File: config.mk
export PLATFORM = sky130hd
export DESIGN_NAME = branch_unit
export DESIGN_NICKNAME = d
export VERILOG_FILES = /design/src/rtl/branch_pkg.sv /design/src/rtl/branch_ras.sv /design/src/rtl/branch_unit.sv
export SDC_FILE = /design/constraint.sdc
export NUM_CORES = 1
export LEC_CHECK = 0
export ABC_AREA = 1
export CAP_MARGIN = 30
export CORE_AREA = 5 5 60 62
export DETAILED_ROUTE_END_ITERATION = 8
export DIE_AREA = 0 0 65 67
export PLACE_DENSITY = 0.73
export SETUP_SLACK_MARGIN = 0.5
export SLEW_MARGIN = 5
export SYNTH_ARGS = -nofsm -noshare
export SYNTH_HDL_FRONTEND = slang
export SYNTH_SLANG_ARGS = --single-unit
File: constraint.sdc
create_clock -name clk -period 1.2 [get_ports clk]
set_clock_uncertainty 0.2 [all_clocks]
set_input_delay 0.24 -clock clk [delete_from_list [all_inputs] [get_ports clk]]
set_output_delay 0.24 -clock clk [all_outputs]
set_load 0.01 [all_outputs]
File: src/rtl/branch_pkg.sv
// Shared types for the branch resolution unit.
// Optional return-address stack is enabled by defining BRANCH_RAS_EN.
package branch_pkg;

  localparam logic [1:0] BR_CLASS = 2'b10;

  typedef enum logic [2:0] {
    BR_BEQ  = 3'd0,
    BR_BNE  = 3'd1,
    BR_BLT  = 3'd2,
    BR_BGE  = 3'd3,
    BR_JMP  = 3'd4,
    BR_CALL = 3'd5,
    BR_RET  = 3'd6,
    BR_RSVD = 3'd7
  } br_cond_e;

  typedef enum logic {
    IDLE = 1'b0,
    HOLD = 1'b1
  } br_state_e;

endpackage

File: src/rtl/branch_ras.sv
// Circular return-address stack; a push when full overwrites the oldest entry.
// Only instantiated when BRANCH_RAS_EN is defined.
module branch_ras
  import branch_pkg::*;
#(
  parameter int PC_W      = 11,
  parameter int RAS_DEPTH = 4
) (
  input  logic            clk,
  input  logic            rst_n,
  input  logic            push,
  input  logic            pop,
  input  logic [PC_W-1:0] push_data,
  output logic [PC_W-1:0] top,
  output logic            empty,
  output logic            full,
  output logic            overflow
);

  localparam int PW = $clog2(RAS_DEPTH);
  localparam int CW = PW + 1;

  logic [PC_W-1:0] r_mem [RAS_DEPTH];
  logic [PW-1:0]   r_ptr;
  logic [CW-1:0]   r_count;
  logic            r_ovf;
  logic [PW-1:0]   w_top_idx;

  assign w_top_idx = r_ptr - PW'(1);
  assign top       = r_mem[w_top_idx];
  assign empty     = (r_count == '0);
  assign full      = (r_count == CW'(RAS_DEPTH));
  assign overflow  = r_ovf;

  always_ff @(posedge clk) begin
    if (push) r_mem[r_ptr] <= push_data;
  end

  // r_ptr is the next free slot; when full it also marks the oldest entry
  always_ff @(posedge clk or negedge rst_n) begin
    if (!rst_n) begin
      r_ptr   <= '0;
      r_count <= '0;
      r_ovf   <= 1'b0;
    end else begin
      r_ovf <= push && full;
      if (push) begin
        r_ptr <= r_ptr + PW'(1);
        if (!full) r_count <= r_count + CW'(1);
      end else if (pop && !empty) begin
        r_ptr   <= r_ptr - PW'(1);
        r_count <= r_count - CW'(1);
      end
    end
  end

endmodule

File: src/rtl/branch_unit.sv
// Branch resolution unit: flags, condition evaluation, redirect handshake.
// Define BRANCH_RAS_EN to build the return-address stack for CALL/RET.
module branch_unit
  import branch_pkg::*;
#(
  parameter int INSTR_W   = 16,
  parameter int PC_W      = 11,
  parameter int DATA_W    = 16,
  parameter int RAS_DEPTH = 4
) (
  input  logic               clk,
  input  logic               rst_n,
  input  logic [INSTR_W-1:0] instr,
  input  logic               instr_valid,
  output logic               instr_ready,
  input  logic [PC_W-1:0]    pc_in,
  input  logic               alu_valid,
  input  logic [DATA_W-1:0]  alu_result,
  output logic               is_branch,
  output logic               redirect_valid,
  output logic [PC_W-1:0]    redirect_pc,
  input  logic               redirect_ready,
  output logic               ras_overflow,
  output logic               ras_underflow
);

  br_state_e       r_state;
  br_state_e       w_state_nxt;
  logic            r_z;
  logic            r_n;
  logic [PC_W-1:0] r_redirect_pc;
  logic            r_unf;

  br_cond_e        w_cond;
  logic [PC_W-1:0] w_target;
  logic [PC_W-1:0] w_tgt_pc;
  logic            w_accept;
  logic            w_taken;
  logic            w_is_ret;
  logic [PC_W-1:0] w_ras_top;
  logic            w_ras_empty;

  assign w_cond      = br_cond_e'(instr[4:2]);
  assign w_target    = instr[5 +: PC_W];
  assign is_branch   = (instr[1:0] == BR_CLASS);
  assign instr_ready = (r_state == IDLE);
  assign w_accept    = instr_valid && instr_ready && is_branch;
  assign w_is_ret    = (w_cond == BR_RET);

`ifdef BRANCH_RAS_EN
  logic w_push;
  logic w_pop;
  logic w_unused_full;

  assign w_push = w_accept && (w_cond == BR_CALL);
  assign w_pop  = w_accept && w_is_ret && !w_ras_empty;

  branch_ras #(
    .PC_W      (PC_W),
    .RAS_DEPTH (RAS_DEPTH)
  ) u_ras (
    .clk       (clk),
    .rst_n     (rst_n),
    .push      (w_push),
    .pop       (w_pop),
    .push_data (pc_in + PC_W'(1)),
    .top       (w_ras_top),
    .empty     (w_ras_empty),
    .full      (w_unused_full),
    .overflow  (ras_overflow)
  );
`else
  logic w_unused_pc;

  assign w_ras_top    = '0;
  assign w_ras_empty  = 1'b1;
  assign ras_overflow = 1'b0;
  assign w_unused_pc  = ^pc_in;
`endif

  // Empty RAS (or no RAS) turns RET into a not-taken underflow
  always_comb begin
    w_taken = 1'b0;
    unique case (w_cond)
      BR_BEQ:  w_taken = r_z;
      BR_BNE:  w_taken = !r_z;
      BR_BLT:  w_taken = r_n;
      BR_BGE:  w_taken = !r_n;
      BR_JMP:  w_taken = 1'b1;
      BR_CALL: w_taken = 1'b1;
      BR_RET:  w_taken = !w_ras_empty;
      BR_RSVD: w_taken = 1'b0;
    endcase
  end

  assign w_tgt_pc = w_is_ret ? w_ras_top : w_target;

  always_comb begin
    w_state_nxt = r_state;
    unique case (r_state)
      IDLE: if (w_accept && w_taken) w_state_nxt = HOLD;
      HOLD: if (redirect_ready)      w_state_nxt = IDLE;
    endcase
  end

  always_ff @(posedge clk or negedge rst_n) begin
    if (!rst_n) r_state <= IDLE;
    else        r_state <= w_state_nxt;
  end

  always_ff @(posedge clk or negedge rst_n) begin
    if (!rst_n) begin
      r_z           <= 1'b0;
      r_n           <= 1'b0;
      r_redirect_pc <= '0;
      r_unf         <= 1'b0;
    end else begin
      if (alu_valid) begin
        r_z <= (alu_result == '0);
        r_n <= alu_result[DATA_W-1];
      end
      if (w_accept && w_taken) r_redirect_pc <= w_tgt_pc;
      r_unf <= w_accept && w_is_ret && w_ras_empty;
    end
  end

  assign redirect_valid = (r_state == HOLD);
  assign redirect_pc    = r_redirect_pc;
  assign ras_underflow  = r_unf;

endmodule

# Word level (Yosys, flattened, before mapping)

Cells that the tools add are included.
W data, S select, Z words.

Bits of input ports: 48
Memories kept: 0
Latch bits: 0
RAM bits: 0
Memory bits (read-only): 0
Register bits: 15
Output and inout port bits: 16

Bitwise gates (word level): 1
Add/sub/neg operators: 0
Div/mod/pow operators: 0
Magnitude comparators: 0
Shifts and indexed selects: 0
$mul: 0
Reduce and logical (&&, ||, !) cells: 10
Eq/ne operators: 8
Muxes and demuxes: 5

Operators by type and width:

| kind                 | number |
|---|---|
| $logic_not A16 Y1    | 1 |
| $eq A3 B3 Y1 const B | 4 |
| $mux W11             | 1 |
| $eq A3 B2 Y1 const B | 2 |
| $pmux W1 S6          | 1 |
| $logic_and A1 B1 Y1  | 4 |
| $reduce_or A2 Y1     | 2 |
| $eq A3 B1 Y1 const B | 1 |
| $logic_not A3 Y1     | 1 |
| $eq A2 B2 Y1 const B | 1 |
| $logic_not A1 Y1     | 2 |
| $mux W1              | 2 |
| $pmux W1 S2          | 1 |
| $not A1 Y1           | 1 |

# Longest topological paths before layout

Word-level depth: 6
Gate-level depth with buffers: 8
Mapped depth without buffers: 7

# Worst setup path after synthesis

Ideal clock, no wire load.

Path kind: flip-flop to flip-flop
Start point: register r_state (netlist: redirect_valid)
End point: register r_redirect_pc[0] (netlist: redirect_pc[0])
Slack: -143 ps
Period minus slack after synthesis: 1343 ps
Data arrival time: 1026 ps
Buffers on the path: 1
Stages on the path, launching flop included: 8
Library setup time: 117 ps
Required time: 883 ps
Path through: dfrtp_1 -> nor2_1 -> nand2_2 -> nor2_4 -> nand3_2 -> buf_6 -> nand2_1 -> nand2_1

Cells in the longest elaborated chain, start to end: 4

RTL lines:

| what                             | RTL line           | source |
|---|---|---|
| start: declaration               | branch_unit.sv:27  | `br_state_e r_state;` |
| start signal: assignment         | branch_unit.sv:108 | `else r_state <= w_state_nxt;` |
| $not A1 Y1                       | --                 |  |
| $logic_and A1 B1 Y1 (2 in a row) | branch_unit.sv:47  | `assign w_accept = instr_valid && instr_ready && is_branch;` |
| $logic_and A1 B1 Y1              | branch_unit.sv:122 | `if (w_accept && w_taken) r_redirect_pc <= w_tgt_pc;` |
| end signal: assignment           | branch_unit.sv:122 |  |
| end: declaration                 | branch_unit.sv:31  | `logic [PC_W-1:0] r_redirect_pc;` |

Every way passes these cells.
A chain may end at the register's enable or synchronous reset.

# Worst setup path after layout

Start point: input instr[4]
End point: register r_redirect_pc[1] (netlist: redirect_pc[1])

Cells in the longest elaborated chain, start to end: 4
Elaborated cells between the ends (all ways): 13

RTL lines:

| what                            | RTL line                             | source |
|---|---|---|
| start: declaration              | branch_unit.sv:13                    | `input logic [INSTR_W-1:0] instr,` |
| $eq A3 B3 Y1 (on tied branches) | branch_unit.sv:48, branch_unit.sv:84 |  |
| $reduce_or A2 Y1 (no line)      | --                                   |  |
| $pmux W1 S6                     | branch_unit.sv:84                    | `unique case (w_cond)` |
| $logic_and A1 B1 Y1             | branch_unit.sv:122                   |  |

Parallel ways exist; a longest one is shown, timed or not.

==> results.md <==
- R2R Setup Slk: -0.22 ns
- Layout cells sized above 1: 34.72%
- WL/cell: 12.53 µm
- Final net count: about 240
- Worst-skew pair later-pin latency: approximately 0.28 ns
- Total power: about 1.6 mW
- Critical path arrival: roughly 1.4 ns
- Final Max Tran Viols: 0
- Area leader, netlist: dfrtp_1
- Starting Density: between 20 and 30%
- RePlAce Congestion: about 0.69
- Grt total ovfl: 0
- Failing checks: negative setup slack
- # rows: 20
- Number of antenna diodes: 0
- Syn_area_per_cell: 7.242 µm²
- Crit path to: redirect_pc[1]$_DFFE_PN0P_
- YS warnings: 0
- Reg2reg end: redirect_pc[1]$_DFFE_PN0P_
- DRC Markers: 0
- Crit path from: instr[4]
- Peak supply drop: around 0.34 mV
- Syn Nets: 166
- DP HPWL: roughly 2000 µm
- Top cells by area, synth: dfrtp_1 44%, nand2_1 14%, nor2_1 9.7%, nand4_1 8.1%, inv_1 7.9%
- Vias per cell: about 4.4
- Most Frequent Cell on Critical Path: nand2_1
- Bufs on Longest Clock Path: 2
- Root buffer cell: clkbuf_4
- Top_reg_cell synth: dfrtp_1
- Leak Pwr: 0.8996 nW
- Status: finished with violations
- Iter 0 DRT Violations: 21
- Initial antenna violation count: 0
- Mapped Cells: 118
- CP max FO: 6
- Hold Violations, Final: 0
- Clock sinks: 15
- CP max-delay cell: clkdlybuf4s50_1
- DP Worst Slack: -0.6509 ns
- Final Core Density: 55.34%
- Cts bufs inserted: 3
- Max incr delay on CP: roughly 0.45 ns
- Reg-to-reg startpoint: redirect_valid$_DFF_PN0_
- Post-DRT Antenna Nets: 0
- WL final: ~2800 µm
- Full die area: roughly 4400 µm²
- #FFs+latches synth: 15
- Post-synth cell types: 17
- DRT Pass-1 Iters: 4
- Cell breakdown of the critical path: clkdlybuf4s50_1 > nand2_2 > inv_1 > nor2_4 > nand3_4 > nand2_1 > nand2_1
- Post-CTS Hold Buffers: 0
- Worst setup EP type: flip-flop
- Hold Crit Class: in -> reg
- Critical Path Start Type: input pin
- Setup violators final: 27
- Vias in the first global route: a little under 1k
- Top-count cell post-synth: nand2_1
- GR Util All Layers: 13.26%
- Reg2reg path depth: 6
- Die width: around 65 µm
- Required @ worst endpoint: 1.18 ns
- Synthesized area: roughly 850 µm²
- RSZ-0062 raised after global routing: true
- PwrDens: between 900 and 1000 nW/µm²
- Top-area cell type share of the netlist area: around 44%
- Final worst setup slack: -0.2203 ns
- Period minus WS final: roughly 1.4 ns
- CTS tree: built
- Maxcap violations: 0
- Highest Clock Rate: a little over 700 MHz
- Fin crit share: 118.4%
- Die height: around 67 µm
- Ys async rst share: 100.0%
- H-tree depth: 1
- Setup CP Type: in -> reg
- First-pass GRT wire length: 4409 µm
- Via count: 1002
- Seq/Total Area, Yosys: a little over two fifths
- Core area: about 3000 µm²
- Clock transition at path regs: about 0.090 ns
- PortBufs: around 50
- # IOs: 64
- Post-synth EDFFs: 0
- Most frequent cells after synthesis: 32 x nand2_1, 22 x nor2_1, 18 x inv_1
- Largest net degree at the start of global routing: 16
- Syn-to-layout area delta: 92.83%
-- registers in the layout, indices dropped and copies added (netlist names) --
signal          count
redirect_valid      1
ras_underflow       1
r_z                 1
redirect_pc        11
r_n                 1
-- power by group --
group	total (mW)	switching, mW	internal (mW)
sequential	0.668	0.0621	0.605
clock	0.288	0.164	0.124
combinational	0.673	0.292	0.381
-- metrics by stage --
stage / instances / area (µm²) / hold slack [ns] / setup TNS [ns]
final: 226 / 1648 / 0.04187 / -3.525
after global routing: 226 / 1648 / 0.06430 / -5.041
after CTS: 219 / 1555 / 0.07585 / -3.631
after detailed placement: 210 / 1483 / 0.2605 / -10.50
after global placement: 210 / 1483 / 0.2567 / -9.942
after floorplan: 118 / 854.6 / -0.2556 / -1.272
-- timing repair --
| item | in CTS | in global routing |
|---|---|---|
| gates cloned | 2 | 0 |
| pin swaps | 22 | 8 |
| setup buffers | 3 | 7 |
| endpoints found under the setup margin | 30 | 30 |
| resized for setup | 105 | 13 |
-- routing by layer --
layer | global-route usage [%] | share of wire (%)
met3 | 2.867 | 5.5
met2 | 25.54 | 57
met5 | 0 | 0
met4 | 6.332 | 0
met1 | 13.40 | 37
-- cells by family after synthesis --
family,share of synthesized area (%)
simple gates,41.29
other cells,0.4388
flops,43.92
compound gates,1.171
buf+inv,13.18
-- critical path, delay by kind of cell --
kind	cells	cell delay (ns)
and+or+nand+nor	5	0.64
buffers and inverters	2	0.52
-- cell type report --
| cell class | instances | area, µm² |
|---|---|---|
| Fill cell | 294 | 1330 |
| Timing Repair Buffer | 76 | 683.2 |
| Multi-Input combinational cell | 79 | 446.7 |
| Sequential cell | 15 | 375.4 |
| Inverter | 19 | 73.82 |
| Tap cell | 33 | 41.29 |
| Clock buffer | 3 | 22.52 |
| Clock inverter | 1 | 5.005 |
-- cells in the final DEF (no fill, tap or decap), drive strengths merged --
cell	synthesis	layout
nand3	4	5
nor2	24	24
dlymetal6s2s	0	2
inv	19	19
dlygate4sd2	0	18
nand4	11	11
conb	1	1
clkdlybuf4s50	0	15
buf	6	41
o21ai	2	2
nand3b	1	1
nand2	33	33
clkbuf	0	3
clkinv	0	1
dfrtp	15	15
nor3	2	2
-- how the worst min path moves through the flow --
| stage | from | end | slack, ns | cells past startpoint |
|---|---|---|---|---|
| detailed placement | redirect_pc[8]$_DFFE_PN0P_ | redirect_pc[8]$_DFFE_PN0P_ | 0.26 | 2 |
| finish | alu_result[14] | r_z$_DFFE_PN0P_ | 0.04 | 4 |
| global route | alu_result[14] | r_z$_DFFE_PN0P_ | 0.06 | 4 |
| floorplan | rst_n | r_n$_DFFE_PN0P_ | -0.26 | 0 |
| CTS | rst_n | ras_underflow$_DFF_PN0_ | 0.08 | 2 |
| global placement | redirect_pc[6]$_DFFE_PN0P_ | redirect_pc[6]$_DFFE_PN0P_ | 0.26 | 2 |
No activity file was read; power rests on OpenSTA's default activity.
